==> src/rtl/path_buf_pkg.sv <==
// Shared types and default sizes for the maze-solver path buffer.
package path_buf_pkg;
  typedef enum logic [1:0] {
    MODE_STACK  = 2'd0,
    MODE_REPLAY = 2'd1,
    MODE_DONE   = 2'd2
  } path_mode_t;

  localparam int DEFAULT_DATA_W = 8;
  localparam int DEFAULT_DEPTH  = 256;
endpackage

==> src/rtl/path_buf_ram.sv <==
// Simple dual-port path storage: one write port, one registered read port.
module path_buf_ram #(
  parameter int DATA_W = 8,
  parameter int DEPTH  = 256,
  parameter int AW     = $clog2(DEPTH)
) (
  input  logic              clk,
  input  logic              wrEn,
  input  logic [AW-1:0]     wrAddr,
  input  logic [DATA_W-1:0] wrData,
  input  logic              rdEn,
  input  logic [AW-1:0]     rdAddr,
  output logic [DATA_W-1:0] rdData
);
  logic [DATA_W-1:0] mem [DEPTH];

  // Read-first: a same-address write and read return the old word (replace-top).
  always_ff @(posedge clk) begin
    if (wrEn) mem[wrAddr] <= wrData;
    if (rdEn) rdData <= mem[rdAddr];
  end
endmodule

==> src/rtl/path_stack_replay.sv <==
// Path buffer: LIFO during search, FIFO-order replay of the stored path afterwards.
module path_stack_replay
  import path_buf_pkg::*;
#(
  parameter int DATA_W = DEFAULT_DATA_W,
  parameter int DEPTH  = DEFAULT_DEPTH,
  parameter int CNT_W  = $clog2(DEPTH) + 1
) (
  input  logic              clk,
  input  logic              rst,
  input  logic              clr,
  input  logic              push,
  input  logic [DATA_W-1:0] push_data,
  input  logic              pop,
  input  logic              replay_start,
  input  logic              replay_req,
  output logic [DATA_W-1:0] data_out,
  output logic              data_valid,
  output path_mode_t        mode,
  output logic [CNT_W-1:0]  count,
  output logic              full,
  output logic              empty,
  output logic              replay_done,
  output logic              overflow,
  output logic              underflow
);
  localparam int AW = $clog2(DEPTH);

  path_mode_t        modeReg;
  logic [CNT_W-1:0]  countReg, rdPtr;
  logic              validReg, ovfReg, unfReg;
  logic              outZero;
  logic              isFull, isEmpty, stackEmpty;
  logic              ramWe, ramRe;
  logic [AW-1:0]     ramWa, ramRa, topAddr;
  logic [DATA_W-1:0] ramRd;

  assign isFull     = (countReg == CNT_W'(DEPTH));
  assign stackEmpty = (countReg == '0);
  assign isEmpty    = (modeReg == MODE_STACK) ? stackEmpty : (rdPtr == countReg);
  // Wraps correctly when full: DEPTH maps to 0, minus one gives DEPTH-1.
  assign topAddr    = countReg[AW-1:0] - AW'(1);

  always_comb begin
    ramWe = 1'b0;
    ramRe = 1'b0;
    ramWa = countReg[AW-1:0];
    ramRa = topAddr;
    if (!clr && modeReg == MODE_STACK && !replay_start) begin
      if (push && pop && !stackEmpty) begin
        ramWe = 1'b1;
        ramWa = topAddr;
        ramRe = 1'b1;
      end else if (push && !isFull) begin
        ramWe = 1'b1;
      end else if (pop && !push && !stackEmpty) begin
        ramRe = 1'b1;
      end
    end else if (!clr && modeReg == MODE_REPLAY && replay_req) begin
      ramRe = 1'b1;
      ramRa = rdPtr[AW-1:0];
    end
  end

  path_buf_ram #(.DATA_W(DATA_W), .DEPTH(DEPTH), .AW(AW)) uRam (
    .clk    (clk),
    .wrEn   (ramWe),
    .wrAddr (ramWa),
    .wrData (push_data),
    .rdEn   (ramRe),
    .rdAddr (ramRa),
    .rdData (ramRd)
  );

  always_ff @(posedge clk or posedge rst) begin
    if (rst) begin
      modeReg  <= MODE_STACK;
      countReg <= '0;
      rdPtr    <= '0;
      validReg <= 1'b0;
      ovfReg   <= 1'b0;
      unfReg   <= 1'b0;
      outZero  <= 1'b1;
    end else if (clr) begin
      modeReg  <= MODE_STACK;
      countReg <= '0;
      rdPtr    <= '0;
      validReg <= 1'b0;
      ovfReg   <= 1'b0;
      unfReg   <= 1'b0;
      outZero  <= 1'b1;
    end else begin
      validReg <= ramRe;
      if (ramRe) outZero <= 1'b0;
      case (modeReg)
        MODE_STACK: begin
          if (replay_start) begin
            rdPtr   <= '0;
            modeReg <= stackEmpty ? MODE_DONE : MODE_REPLAY;
          end else if (push && pop) begin
            if (stackEmpty) begin
              countReg <= countReg + CNT_W'(1);
              unfReg   <= 1'b1;
            end
          end else if (push) begin
            if (isFull) ovfReg <= 1'b1;
            else        countReg <= countReg + CNT_W'(1);
          end else if (pop) begin
            if (stackEmpty) unfReg <= 1'b1;
            else            countReg <= countReg - CNT_W'(1);
          end
        end
        MODE_REPLAY: begin
          if (replay_req) begin
            rdPtr <= rdPtr + CNT_W'(1);
            if (rdPtr == countReg - CNT_W'(1)) modeReg <= MODE_DONE;
          end
        end
        default: ;
      endcase
    end
  end

  assign data_out    = outZero ? '0 : ramRd;
  assign data_valid  = validReg;
  assign mode        = modeReg;
  assign count       = countReg;
  assign full        = isFull;
  assign empty       = isEmpty;
  assign replay_done = (modeReg == MODE_DONE);
  assign overflow    = ovfReg;
  assign underflow   = unfReg;
endmodule
==> config.mk <==
export PLATFORM = sky130hd
export DESIGN_NAME = path_stack_replay
export DESIGN_NICKNAME = d
export VERILOG_FILES = /design/src/rtl/path_buf_pkg.sv /design/src/rtl/path_buf_ram.sv /design/src/rtl/path_stack_replay.sv
export SDC_FILE = /design/constraint.sdc
export NUM_CORES = 2
export LEC_CHECK = 0
export BUFFER_PORTS_ARGS = -buffer_cell sky130_fd_sc_hd__buf_2
export CORE_UTILIZATION = 63
export DETAILED_ROUTE_END_ITERATION = 8
export PLACE_DENSITY = 0.79
export SYNTH_ARGS = -nofsm -noshare
export SYNTH_HDL_FRONTEND = slang
export SYNTH_SLANG_ARGS = --single-unit
==> constraint.sdc <==
create_clock -name clk -period 4.2 [get_ports clk]
set_input_delay 0.21 -clock clk [delete_from_list [all_inputs] [get_ports clk]]
set_output_delay 0.21 -clock clk [all_outputs]
set_load 0.01 [all_outputs]
==> run metrics <==
setup violators final 3; Yosys reg bits approximately 2100; r2r setup slk -0.07 ns; CP bufs+invs 3; cells along the critical path buf_4 -> o31ai_1 -> nand3_1 -> a21boi_4 -> buf_4 -> nor2_2 -> a22oi_1 -> a32oi_1 -> a31oi_1 -> buf_4 -> a32oi_1; Post-Route WL around 230 mm; Final Hold Vio Count 0; hold depth 1; worst r2r dst uRam.rdData[0]$_DFFE_PP_; R2R depth 11; failing checks max-capacitance violations, max-slew violations, negative setup slack; WS Path Type reg -> reg; gr usage total between 30% and 40%; gpl congestion around 0.9; largest net degree at the start of global routing 127; Finished Layout Cells slightly above 8000; most frequent cells in the layout edfxtp_1 (2056), nand2_1 (1446), nand3_1 (588); Post-DP Area approximately 0.088 mm^2; Max Root-Sink Buffers 3; total CTS buffers 196; vias in the first global route around 52000; CP max stage cell nor2_2; Initial Util 63.8%; Setup TNS Final -0.194 ns; Slew Viols, Final 15; min-delay src push_data[4]; Vias/cell roughly 6.8; height of the die roughly 370 um; period utilization 102%; async set-or-reset flop fraction in the synthesized netlist approximately 1.2%; Worst-path clk slew roughly 0.070 ns; Layout area overhead 13.2%; initial antenna violation count 6; DR pass1 iterations 8; DRC Markers 0; post-synth top area cell edfxtp_1; IO buf count 39; fin util between 70% and 80%; via count 54600; Final min period around 4.3 ns; row count approximately 130; Max-cap violations 1; synth unique cells a little over 80; Min Hold Slack around 0.14 ns; cell area after synthesis just over 0.08 mm^2; worst-path fanout max 25; CTS H-tree lvls 4; CP top delay family compound AO/OA/AOI/OAI gates; dpl cells 7679; I/O pins 40; final setup margin -0.0699 ns; leakage about 31 nW; Critical Path RT about 4.9 ns; Core Area ~0.13 mm^2; crit start category register; crit-path max cell delay approximately 1.2 ns; Synthesized Nets slightly below 6000; TritonCTS clock tree built; post-synth top area share roughly three quarters; most common cell after layout, fill and taps aside edfxtp_1; final worst clock skew around 0.029 ns; Post-synth EDFFs 2056; Chip Width between 300 and 400 um; arrival time worst endpoint 4.92 ns; DR iter-0 viols 9782; Final Cell Area 0.0941 mm^2; Seq/Total Area, Yosys roughly 75%; Routed WL per cell approximately 29 um; grt ovf 0; layout cells sized above 1 between 10% and 20%; WHS Endpoint uRam.mem[249][4]$_DFFE_PP_; worst rel slew slack -3.74%; fin nets roughly 6200; synthesized area per cell 14.2 um^2; dpl hpwl around 140 mm; Worst Tran Pin Value between 1.5 and 2 ns; # clock sinks 2080; f_max about 230 MHz; top cells by area, synth edfxtp_1 (74%), nand2_1 (6.5%), nand3_1 (3.6%); first-pass GRT wire length approximately 340 mm; cell mode on critical path buf_4; ys flop type edfxtp_1; die area roughly 0.13 mm^2; status finished with violations; pwr dens 745 mW/mm^2; Gate Count Post-Synth just under 6000; Root Buffer clkbuf_16; crit end category register; hold crit path type in -> reg; clk_lat worst skew between 0.8 and 0.9 ns; worst r2r src count[0]$_DFFE_PP0P_; Ys Warns 0; VDD IR max around 0.00094 V; post-route ant nets 0
## Yosys cell counts, types with 5 or more instances
cell and n:
a2111oi_0 64, a21oi_1 205, a22oi_1 35, a31oi_1 69, a32oi_1 61, and3_1 18, buf_1 49, buf_2 109
buf_4 40, buf_6 24, clkbuf_1 164, dfrtp_1 23, edfxtp_1 2056, inv_1 18, mux2i_1 72, mux4_2 131
nand2_1 1447, nand3_1 590, nand4_1 85, nor2_1 288, nor2b_1 9, nor3_1 29, nor4_1 5, o2111ai_1 14
o21a_1 5, o21ai_0 85, o21ai_1 18, o311ai_0 5, o31ai_1 17, xnor2_1 14, xor2_1 13
## where the power goes
group	internal [W]	switching [W]	total (W)
Sequential	0.0230	0.0000981	0.0231
Clock	0.00905	0.00747	0.0165
Combinational	0.00942	0.0211	0.0305
## cells by family (layout without fill, tap and decap cells)
logic type / after synthesis / count (layout) / synth area share (%)
compound gates: 619 / 619 / 4.87
xor+xnor: 28 / 28 / 0.304
mux: 207 / 208 / 4.47
fa+ha+maj: 4 / 4 / 0.0602
buf+inv: 404 / 864 / 2.39
other cells: 0 / 6 / 0
flops: 2080 / 2080 / 75.0
simple gates: 2508 / 2510 / 12.9
## worst reg2reg max path: cells and delay by family, from the launching register on
kind / cells / cell delay (ns)
AO/OA/AOI/OAI: 6 / 1.64
AND/OR/NAND/NOR: 2 / 1.45
buffers and inverters: 3 / 0.62
flip-flops: 1 / 0.39
## sequential cells by signal, summed over array words and instances (netlist names)
register,count
mode,2
overflow,1
rdPtr,9
data_valid,1
outZero,1
count,9
uRam.rdData,8
underflow,1
uRam.mem,2048
## cell type report
cell class                      instances  area, um^2
Tap cell                             1742        2180
Inverter                               18        71.3
Fill cell                            7689       36100
Timing Repair Buffer                  496        4400
Clock buffer                          240        5110
Sequential cell                      2080       62300
Clock inverter                        110         753
Antenna cell                            6        15.0
Multi-Input combinational cell       3369       19200
## timing repair
item	CTS	global route
endpoints found under the setup margin	227	102
gates resized for setup	24	27
buffers inserted	0	8
cloned	0	4
hold buffers	14	0
endpoints found under the hold margin	378	0
pin swaps	0	4
## layer usage
metal  global-route usage (%)  vias up  wire length [um]
met5                        0        -                67
met4                     17.6        8             12700
met3                     9.60      741             34800
met2                     52.2     4727            105000
met1                     46.9    26600             79600
li1                         -    22500                 -
## metrics by stage
stage | worst slack, ns | total power, W
finish | -0.0699 | 0.0701
global route | -0.00469 | 0.0717
CTS | 0.00368 | 0.0686
detailed placement | -0.408 | 0.0520
global placement | -0.478 | 0.0515
floorplan | 0.420 | 0.0390
## worst max path at each step
stage,startpoint,end,slack (ns),cells past startpoint
after CTS,mode[0]$_DFFE_PP0P_,uRam.rdData[5]$_DFFE_PP_,0.004,10
after detailed placement,mode[0]$_DFFE_PP0P_,uRam.rdData[5]$_DFFE_PP_,-0.41,10
after floorplan,count[1]$_DFFE_PP0P_,uRam.mem[204][0]$_DFFE_PP_,0.42,11
after global placement,mode[0]$_DFFE_PP0P_,uRam.rdData[5]$_DFFE_PP_,-0.48,10
final,count[0]$_DFFE_PP0P_,uRam.rdData[0]$_DFFE_PP_,-0.07,11
after global routing,count[0]$_DFFE_PP0P_,uRam.rdData[0]$_DFFE_PP_,-0.005,11
No activity file was read; power rests on OpenSTA's default activity.
